### src/rtl/iob_cache_back_end_mem.sv
// iob_cache_back_end_mem: memory-side initiator of the cache.
// It drains write-through buffer entries as single-word writes and fetches whole
// lines word by word for misses, handing each word to the fill path as it arrives.
// Optional build macro CACHE_BE_CNT_EN adds write/fill event counters
// (cnt_clr, wr_cnt, fill_cnt).
module iob_cache_back_end_mem #(
  parameter int ADDR_W     = 32,
  parameter int DATA_W     = 32,
  parameter int LINE_WORDS = 4,
  localparam int NBYTES    = DATA_W / 8,
  localparam int OFF_W     = $clog2(LINE_WORDS)
) (
  input  logic                           clk,
  input  logic                           reset,
  input  logic                           wtb_empty,
  input  logic [ADDR_W+DATA_W+NBYTES-1:0] wtb_rdata,
  output logic                           wtb_rd,
  input  logic                           fill_req,
  input  logic [ADDR_W-1:0]              fill_addr,
  output logic                           fill_valid,
  output logic [OFF_W-1:0]               fill_word,
  output logic [DATA_W-1:0]              fill_data,
  output logic                           fill_done,
  output logic                           busy,
  output logic                           mem_req,
  output logic [ADDR_W-1:0]              mem_addr,
  output logic [DATA_W-1:0]              mem_wdata,
  output logic [NBYTES-1:0]              mem_wstrb,
  input  logic [DATA_W-1:0]              mem_rdata,
  input  logic                           mem_ack
`ifdef CACHE_BE_CNT_EN
  ,
  input  logic                           cnt_clr,
  output logic [31:0]                    wr_cnt,
  output logic [31:0]                    fill_cnt
`endif
);

  localparam int BO = $clog2(NBYTES);
  localparam logic [OFF_W-1:0]  LAST      = OFF_W'(LINE_WORDS - 1);
  localparam logic [ADDR_W-1:0] LINE_MASK = ~((ADDR_W'(1) << (OFF_W + BO)) - ADDR_W'(1));

  typedef enum logic [1:0] {IDLE, POP, WRITE, READ} state_t;

  state_t              state, state_nxt;
  logic [OFF_W-1:0]    cnt;
  logic [ADDR_W-1:0]   line_base;
  logic [ADDR_W-1:0]   wr_addr;
  logic [DATA_W-1:0]   wr_data;
  logic [NBYTES-1:0]   wr_strb;
  logic [ADDR_W-1:0]   rd_addr;

  // Word address within the line being fetched.
  assign rd_addr = line_base | (ADDR_W'(cnt) << BO);

  assign busy = (state != IDLE) || !wtb_empty;

  // State, word counter, captured buffer entry and latched line base.
  always_ff @(posedge clk) begin
    if (!reset) begin
      state     <= IDLE;
      cnt       <= '0;
      line_base <= '0;
      wr_addr   <= '0;
      wr_data   <= '0;
      wr_strb   <= '0;
    end else begin
      state <= state_nxt;
      if (state == POP)
        {wr_addr, wr_data, wr_strb} <= wtb_rdata;
      if (state == IDLE && wtb_empty && fill_req) begin
        line_base <= fill_addr & LINE_MASK;
        cnt       <= '0;
      end
      // Counter is a power of two wide, so the last word wraps it back to 0.
      if (fill_valid)
        cnt <= cnt + OFF_W'(1);
    end
  end

  // Next state and all memory/fill outputs; writes win over fills in IDLE.
  always_comb begin
    state_nxt  = state;
    wtb_rd     = 1'b0;
    mem_req    = 1'b0;
    mem_addr   = '0;
    mem_wdata  = '0;
    mem_wstrb  = '0;
    fill_valid = 1'b0;
    fill_word  = '0;
    fill_data  = '0;
    fill_done  = 1'b0;
    case (state)
      IDLE: begin
        if (!wtb_empty) begin
          // Pop strobe is masked while reset is held so nothing is lost.
          wtb_rd    = reset;
          state_nxt = POP;
        end else if (fill_req) begin
          state_nxt = READ;
        end
      end
      POP: state_nxt = WRITE;
      WRITE: begin
        mem_req   = 1'b1;
        mem_addr  = wr_addr;
        mem_wdata = wr_data;
        mem_wstrb = wr_strb;
        if (mem_ack) state_nxt = IDLE;
      end
      READ: begin
        mem_req  = 1'b1;
        mem_addr = rd_addr;
        if (mem_ack) begin
          fill_valid = 1'b1;
          fill_word  = cnt;
          fill_data  = mem_rdata;
          fill_done  = (cnt == LAST);
          if (cnt == LAST) state_nxt = IDLE;
        end
      end
      default: state_nxt = IDLE;
    endcase
  end

`ifdef CACHE_BE_CNT_EN
  // Saturating event counters; clear has priority over a same-cycle event.
  always_ff @(posedge clk) begin
    if (!reset) begin
      wr_cnt   <= '0;
      fill_cnt <= '0;
    end else if (cnt_clr) begin
      wr_cnt   <= '0;
      fill_cnt <= '0;
    end else begin
      if (state == WRITE && mem_ack && wr_cnt != '1)
        wr_cnt <= wr_cnt + 32'd1;
      if (fill_done && fill_cnt != '1)
        fill_cnt <= fill_cnt + 32'd1;
    end
  end
`endif

endmodule

### config.mk
export PLATFORM = sky130hd
export DESIGN_NAME = iob_cache_back_end_mem
export DESIGN_NICKNAME = d
export VERILOG_FILES = /design/src/rtl/iob_cache_back_end_mem.sv
export SDC_FILE = /design/constraint.sdc
export NUM_CORES = 1
export LEC_CHECK = 0
export CORE_AREA = 5 5 105 181
export DETAILED_ROUTE_END_ITERATION = 10
export DIE_AREA = 0 0 110 186
export PLACE_DENSITY = 0.57
export SETUP_SLACK_MARGIN = 0.3
export SLEW_MARGIN = 20
export SYNTH_ARGS = -nofsm -noshare
export SYNTH_HDL_FRONTEND = slang
export SYNTH_SLANG_ARGS = --single-unit
### constraint.sdc
create_clock -name clk -period 1.2 [get_ports clk]
set_input_delay 0.24 -clock clk [delete_from_list [all_inputs] [get_ports clk]]
set_output_delay 0.24 -clock clk [all_outputs]
set_load 0.01 [all_outputs]
==> metrics, run 1 <==
status=finished, violations left; failing checks=setup timing; 1st-iter DRT viols=167; most frequent cells in the layout=clkdlybuf4s50_1 (130), nand2_1 (109), buf_6 (99), dfxtp_1 (98), nand2_4 (57); worst slew pin tran=0.3703 ns; Placed Cells=1050; Synth Register Bits=100; Design Power=9.896 mW; Clock Tree Root=clkbuf_16; area share of fa/ha/maj cells after synthesis=0.002615; Clock Skews=0.01373 ns; GRT overflow=0; total CTS buffers=9; worst r2r src=state[0]; # IOs=244; layout cells sized above 1=0.5162; Worst EP required=0.96 ns; maximum clock path buffer count=2; vias in the first global route=5564; CTS tree=built; RSZ-0062 raised after global routing=yes; H-tree depth=3; Clock power frac=0.270; GPL Wtd Cong=0.8303; DR vias=5391; IO Port Bufs=239; Final Setup Violations=207; Hold Crit Class=in -> reg; final-stage net count=1057; Min Hold Slack=0.4480 ns; crit start category=flip-flop; Synth Net Count=735; max frequency=551.7 MHz; Synth-to-Final Area Change=115.8%; Clock transition at path regs=0.07 ns; Syn Area/Cell=8.014 sq um; Detail Placement HPWL=12570 microns; XOR/XNOR Fraction of Synth Area=0; largest family of logic cells by synthesized area=simple AND/OR/NAND/NOR gates; Max rail drop VDD=694.2 uV; P_leak=4.394 nW; initial antenna violation count=2; multiplexer share of the synthesized area=0.06276; Die Area=20460 sq um; Netlist cell types=23; post-route design area=10320 sq um; final hold vios=0; Flop pwr share=0.371; Ys Warns=0; Final Max Tran Viols=0; # DRC=0; Total Routing Usage GR=0.2043; Synth Area in Compound Gates=0.1582; Post-Syn Area=4785 sq um; fin cells=1157; switch share=0.2877; Post-Place Cell Area=7709 sq um; clk sink count=100; CP endpoint kind=output pin; Crit Path Max Fanout=7; first-pass GRT wire length=31260 microns; worst skew pair latency=0.34 ns; pre-CTS WS=-0.8935 ns; Pwr per Cell Area=958.6 nW/um^2; drt first pass iters=4; max_slew headroom=0.7531; WL/cell=18.59 microns; post-synthesis sequential area ratio=0.4184; Synth Instances=597; minimum clock period=1.812 ns; maxcap violations=0; Post-Synth Simple-Gate Area=0.3067; crit share post-route=1.510; Row Count=64; largest net degree at the start of global routing=41; Die Y=186 microns; commonest non-fill, non-tap cell in the layout=clkdlybuf4s50_1; Initial Util=0.2753; Int Pwr=7.049 mW; final wirelength=21500 microns; CP Launch Point=state[0]; Chip Width=110 microns; Setup WS post-layout=-0.6124 ns; hold_sp=fill_addr[6]; net load switching power=2.847 mW; Vias per Instance=4.659; combinational share of power=0.358; Routed Antenna Nets=0; core area=17380 sq um; CTS hold repair buffers=0; Setup CP Type=reg -> out; Data arrival, critical path=1.57 ns
-- through the flow --
step | util | TNS, ns
5_1_grt | 0.5941 | -116.85
6_report | 0.5941 | -102.98
4_1_cts | 0.5401 | -104.78
3_3_place_gp | 0.4436 | -86.81
2_1_floorplan | - | -4.177
3_5_place_dp | 0.4436 | -91.58
-- routing by layer --
layer  GRT usage  up-vias  share of wire
li1            -     2580              -
met5           0        -              0
met3     0.03332       47          0.037
met4     0.09636        0          0.043
met2      0.3828      165           0.57
met1      0.2161     2599           0.35
-- power by group through the flow --
| stage | Clock (mW) | Sequential (mW) | Combinational [mW] |
|---|---|---|---|
| CTS | 2.78 | 3.66 | 3.13 |
| floorplan | 0 | 3.70 | 1.01 |
| global route | 2.93 | 3.70 | 3.74 |
| finish | 2.68 | 3.67 | 3.55 |
| global placement | 0 | 3.72 | 1.86 |
| detailed placement | 0 | 3.73 | 1.87 |
-- Yosys cell counts --
cell type	n	area share
ha_1	1	0.0026
buf_2	20	0.021
o31ai_1	2	0.0031
nand2b_1	1	0.0013
nand2_1	198	0.16
inv_1	2	0.0016
clkbuf_1	22	0.017
a21boi_0	58	0.091
and2_1	72	0.094
nand4bb_1	1	0.0024
and4bb_1	1	0.0026
o21ai_0	1	0.0010
a21boi_1	39	0.061
nand3_1	2	0.0021
and3_1	2	0.0026
buf_4	6	0.0094
nand3b_1	1	0.0016
mux2i_1	30	0.063
nor2_1	2	0.0016
a221oi_1	1	0.0018
dfxtp_1	100	0.42
clkbuf_2	2	0.0021
nor2b_1	33	0.043
-- flip-flops by register name, summed over array words and instances (netlist names) --
register	count
cnt	2
wr_addr	32
state	2
wr_strb	4
wr_data	32
line_base	28
-- cell type report --
class | count | area (sq um)
Clock buffer | 11 | 232.7
Tap cell | 231 | 289.0
Inverter | 2 | 7.507
Timing Repair Buffer | 355 | 4066
Antenna cell | 2 | 5.005
Clock inverter | 5 | 36.28
Sequential cell | 100 | 2009
Multi-Input combinational cell | 451 | 3677
Fill cell | 1531 | 7053
-- path summary, 6_finish.rpt --
path	end	slack (ns)	cells after the start
worst max-delay path	mem_wdata[17]	-0.61	8
worst max register to register	wr_addr[26]	-0.57	11
worst min register to register	wr_strb[2]	0.45	2
worst min-delay path	line_base[6]	0.45	3
-- critical path, stage by stage (launching register included) --
cell     delay [ns]
dfxtp_4        0.36
buf_8          0.13
nor2b_4        0.11
buf_6          0.11
buf_12         0.11
buf_6          0.10
buf_6          0.09
and2_4         0.13
buf_6          0.10
-- timing repair --
item                       4_1_cts  5_1_grt
resized for setup              657      206
gates cloned                    27        0
setup buffers                   47       15
setup endpoints to repair      207      207
pin swaps                       76      114
-- logic make-up after synthesis --
kind of cell             count (synthesis)
multiplexers                            30
flip-flops                             100
buffers and inverters                   52
adder cells (fa/ha/maj)                  1
AO/OA/AOI/OAI                          101
AND/OR/NAND/NOR                        313
Note: power is estimated with default switching activity, not from simulation.
==> run 2, diff against run 1 <==
--- a/config.mk
+++ b/config.mk
@@ -5,9 +5,9 @@
 export SDC_FILE = /design/constraint.sdc
 export NUM_CORES = 1
 export LEC_CHECK = 0
-export CORE_AREA = 5 5 105 181
+export CORE_AREA = 3 3 103 179
 export DETAILED_ROUTE_END_ITERATION = 10
-export DIE_AREA = 0 0 110 186
+export DIE_AREA = 0 0 106 182
 export PLACE_DENSITY = 0.57
 export SETUP_SLACK_MARGIN = 0.3
 export SLEW_MARGIN = 20
==> constraint.sdc (replaced) <==
create_clock -name clk -period 1.2 [get_ports clk]
set_input_delay 0.24 -clock clk [delete_from_list [all_inputs] [get_ports clk]]
set_output_delay 0.24 -clock clk [all_outputs]
set_load 0.05 [all_outputs]
==> metrics, run 2 (synthesis gave the netlist of run 1 again) <==
Final Util=0.6542; Routed Antenna Nets=0; CTS hold repair buffers=0; Final Max Tran Viols=0; layout cells sized above 1=0.5154; Pwr per Cell Area=931.3 nW/um^2; final-stage net count=1008; maximum clock path buffer count=2; worst skew pair latency=0.35 ns; Data arrival, critical path=1.55 ns; max_slew headroom=0.7428; Setup WS post-layout=-0.5887 ns; Int Pwr=7.217 mW; H-tree depth=3; first-pass GRT wire length=28120 microns; clk sink count=100; Clock Skews=0.01096 ns; FF+latch area=2011 sq um; maxcap violations=0; GPL Wtd Cong=0.8375; status=finished, violations left; worst slew pin tran=0.3858 ns; Flop pwr share=0.360; Critical path buffers and inverters=3; CTS tree=built; Total Routing Usage GR=0.1859; cells along the critical path=buf_12, and3_4, buf_12, and2_2, buf_12; CP max-delay cell=dfxtp_4; Reg2Reg Depth=8; drt first pass iters=4; cell mode on critical path=buf_12; Setup CP Type=reg -> out; most frequent cells in the layout=clkdlybuf4s50_1 (131), nand2_1 (126), buf_12 (123), dfxtp_1 (97), and2_4 (61); net load switching power=3.157 mW; vias in the first global route=5274; CP endpoint kind=output pin; slowest cell delay on critical path=0.36 ns; Chip Width=106 microns; DR vias=5026; Final Setup Violations=206; footprint of the multi-input gates=3949 sq um; Hold Crit Class=in -> reg; final hold vios=0; commonest non-fill, non-tap cell in the layout=clkdlybuf4s50_1; crit share post-route=1.491; combinational share of power=0.353; RSZ-0062 raised after global routing=yes; Detail Placement HPWL=12920 microns; final wirelength=20170 microns; Design Power=10.37 mW; Initial Util=0.2810; Crit. path cell count=5; Crit Path Max Fanout=18; setup TNS=-86.46 ns; Die Area=19290 sq um; Row Count=63; crit start category=flip-flop; total CTS buffers=9; pre-CTS WS=-0.5297 ns; Die Y=182 microns; # DRC=0; Clock power frac=0.287; minimum clock period=1.789 ns; core area=17030 sq um; WL/cell=18.30 microns; Vias per Instance=4.561; Clock transition at path regs=0.07 ns; Synth-to-Final Area Change=132.8%; switch share=0.3043; FILL cells=1330; # diodes=0; max frequency=559.1 MHz; Max rail drop VDD=634.2 uV; IO Port Bufs=239; GRT overflow=0; # IOs=244; initial antenna violation count=0; hold path depth=3; Top Family by Delay on Critical Path=buffers and inverters; P_leak=4.323 nW; Worst EP required=0.96 ns; Largest regs=wr_addr (32), wr_data (32), line_base (28); 1st-iter DRT viols=131; Clock Tree Root=clkbuf_16; failing checks=setup timing; largest net degree at the start of global routing=45
-- run 2: final timing paths --
kind	from	to	slack (ns)
max	state[0]	fill_data[3]	-0.59
min	reset	state[1]	0.35
max reg2reg	state[0]	wr_strb[2]	-0.34
min reg2reg	wr_data[0]	wr_data[0]	0.46
-- run 2: cell type report --
cell class                 instances  share of cell area
sequential                       100              0.1805
clock buffer                      10             0.02055
clock inverter                     6            0.006290
multi-input combinational        445              0.3545
inverter                           2           0.0006739
timing repair buffer             312              0.4120
tap                              227             0.02550
-- run 2: per-layer routing --
metal  vias to the layer above  global-route usage  share of wire
met1                      2405              0.2028           0.35
li1                       2451                   -              -
met5                         -                   0              0
met3                        34             0.02383          0.036
met2                       136              0.3546           0.58
met4                         0             0.07676          0.030
-- run 2: power groups by stage --
stage	registers (mW)	clock network, mW	logic, mW
after detailed placement	3.74	0	2.49
final	3.73	2.98	3.66
after global placement	3.72	0	2.46
after floorplan	3.70	0	1.40
after global routing	3.76	3.17	3.85
after CTS	3.71	3.06	2.97
-- run 2: metrics by stage --
stage	instances	instance area [sq um]	hold WS, ns
4_1_cts	1080	10090	0.3338
3_5_place_dp	1049	9145	0.4461
5_1_grt	1102	11140	0.3575
3_3_place_gp	1049	9145	0.4370
6_report	1102	11140	0.3458
2_1_floorplan	597	5398	0.3748
-- run 2: worst register-to-register path, delay by kind of cell (launching register included) --
family	cells	cell delay [ns]
AO/OA/AOI/OAI	1	0.12
buffers and inverters	5	0.72
AND/OR/NAND/NOR	2	0.26
flip-flops	1	0.37
-- run 2: timing repair --
action                     in CTS  in global routing
setup buffers                  11                  8
gates resized for setup        95                191
setup endpoints to repair     207                207
pin swaps                       7                109
gates cloned                    4                 14
==> run 3, diff against run 2 <==
--- a/config.mk
+++ b/config.mk
@@ -5,10 +5,11 @@
 export SDC_FILE = /design/constraint.sdc
 export NUM_CORES = 1
 export LEC_CHECK = 0
-export CORE_AREA = 3 3 103 179
+export CORE_AREA = 8 8 108 184
 export DETAILED_ROUTE_END_ITERATION = 10
-export DIE_AREA = 0 0 106 182
+export DIE_AREA = 0 0 116 192
 export PLACE_DENSITY = 0.57
+export REMOVE_ABC_BUFFERS = 1
 export SETUP_SLACK_MARGIN = 0.3
 export SLEW_MARGIN = 20
 export SYNTH_ARGS = -nofsm -noshare
==> metrics, run 3 (synthesis gave the netlist of run 1 again) <==
final wirelength=21050 microns; final-stage net count=1017; Largest regs=wr_addr (32), wr_data (32), line_base (28); Worst EP required=0.96 ns; CTS tree=built; GPL Wtd Cong=0.7764; CTS hold repair buffers=0; clk sink count=100; worst r2r src=state[0]; CP endpoint kind=output pin; flop2flop setup slack=-0.40 ns; CP Launch Point=state[1]; hold_sp=reset; vias in the first global route=5286; Clock transition at path regs=0.07 ns; Min Hold Slack=0.2867 ns; slowest cell delay on critical path=0.35 ns; final hold vios=0; worst skew pair latency=0.35 ns; Hold Crit Class=in -> reg; status=finished, violations left; GRT overflow=0; 1st-iter DRT viols=164; Total Routing Usage GR=0.1785; first-pass GRT wire length=30320 microns; Final Max Tran Viols=0; worst slew pin tran=0.3046 ns; Max rail drop VDD=860.5 uV; setup TNS=-73.34 ns; Final Util=0.5992; largest net degree at the start of global routing=39; P_leak=3.986 nW; crit start category=flip-flop; cells along the critical path=buf_8, and3_4, buf_16, and2_4, buf_12; Data arrival, critical path=1.53 ns; crit share post-route=1.472; Synth-to-Final Area Change=116.6%; Die Y=192 microns; total CTS buffers=9; commonest non-fill, non-tap cell in the layout=nand2_1; Setup WS post-layout=-0.5663 ns; Critical path buffers and inverters=3; IO Port Bufs=239; Detail Placement HPWL=13880 microns; Chip Width=116 microns; maximum clock path buffer count=2; Clock Tree Root=clkbuf_16; Initial Util=0.2766; initial antenna violation count=1; H-tree depth=3; Vias per Instance=4.490; CP max-delay cell=dfxtp_2; max_slew headroom=0.7970; max frequency=566.2 MHz; Die Area=22270 sq um; Routed Antenna Nets=0; maxcap violations=0; Top Family by Delay on Critical Path=buffers and inverters; RSZ-0062 raised after global routing=yes; core area=17300 sq um; FILL cells=1511; minimum clock period=1.766 ns; Pwr per Cell Area=946.7 nW/um^2; DR vias=5011; Setup CP Type=reg -> out; Clock Skews=0.01455 ns; most frequent cells in the layout=nand2_1 (177), clkdlybuf4s50_1 (131), buf_12 (127), dfxtp_1 (97), a21boi_1 (83); layout cells sized above 1=0.3620; drt first pass iters=4; Row Count=64; # DRC=0; failing checks=setup timing; Crit Path Max Fanout=17; # IOs=244; WL/cell=18.86 microns; Final Setup Violations=206
-- run 3: layer usage --
metal	vias up	share of wire	GRT usage
met5	-	0	0
met4	0	0.017	0.04817
met3	21	0.048	0.04125
met2	120	0.59	0.3456
met1	2395	0.35	0.1829
li1	2475	-	-
-- run 3: final cells by class --
| cell class | count | area (sq um) | share of cell area |
|---|---|---|---|
| inverter | 2 | 7.507 | 0.0007243 |
| timing repair buffer | 321 | 4820 | 0.4650 |
| sequential | 100 | 2008 | 0.1937 |
| clock buffer | 11 | 242.7 | 0.02342 |
| tap | 231 | 289.0 | 0.02789 |
| clock inverter | 5 | 43.79 | 0.004225 |
| multi-input combinational | 445 | 2952 | 0.2848 |
| antenna | 1 | 2.502 | 0.0002414 |
-- run 3: repair_timing --
| action | 4_1_cts | 5_1_grt |
|---|---|---|
| endpoints found under the setup margin | 207 | 207 |
| pin swaps | 13 | 47 |
| setup buffers | 9 | 12 |
| cloned | 12 | 10 |
| gates resized for setup | 90 | 143 |
| hold endpoints to repair | 0 | 0 |
-- run 3: power breakdown --
| group | leakage (nW) | total (mW) | switching, mW | internal [mW] |
|---|---|---|---|---|
| logic | 3.04 | 3.30 | 1.41 | 1.90 |
| registers | 0.816 | 3.65 | 0.114 | 3.54 |
| clock network | 0.134 | 2.85 | 1.36 | 1.49 |
| total | 3.99 | 9.81 | 2.88 | 6.93 |
-- run 3: stage by stage --
step | area (sq um) | instances | power [mW] | setup slack (ns)
2_1_floorplan | 4547 | 547 | 4.659 | -2.808
3_3_place_gp | 8743 | 1056 | 5.983 | -0.4831
3_5_place_dp | 8743 | 1056 | 6.014 | -0.5135
4_1_cts | 9692 | 1093 | 9.431 | -0.5816
5_1_grt | 10360 | 1116 | 10.27 | -0.6252
6_report | 10360 | 1116 | 9.812 | -0.5663
-- run 3: worst paths after layout --
| check | to | cells after the start |
|---|---|---|
| setup reg to reg | line_base[11] | 7 |
| hold / removal | wr_addr[27] | 2 |
| hold reg to reg | wr_addr[1] | 2 |
| setup / recovery | fill_data[31] | 5 |
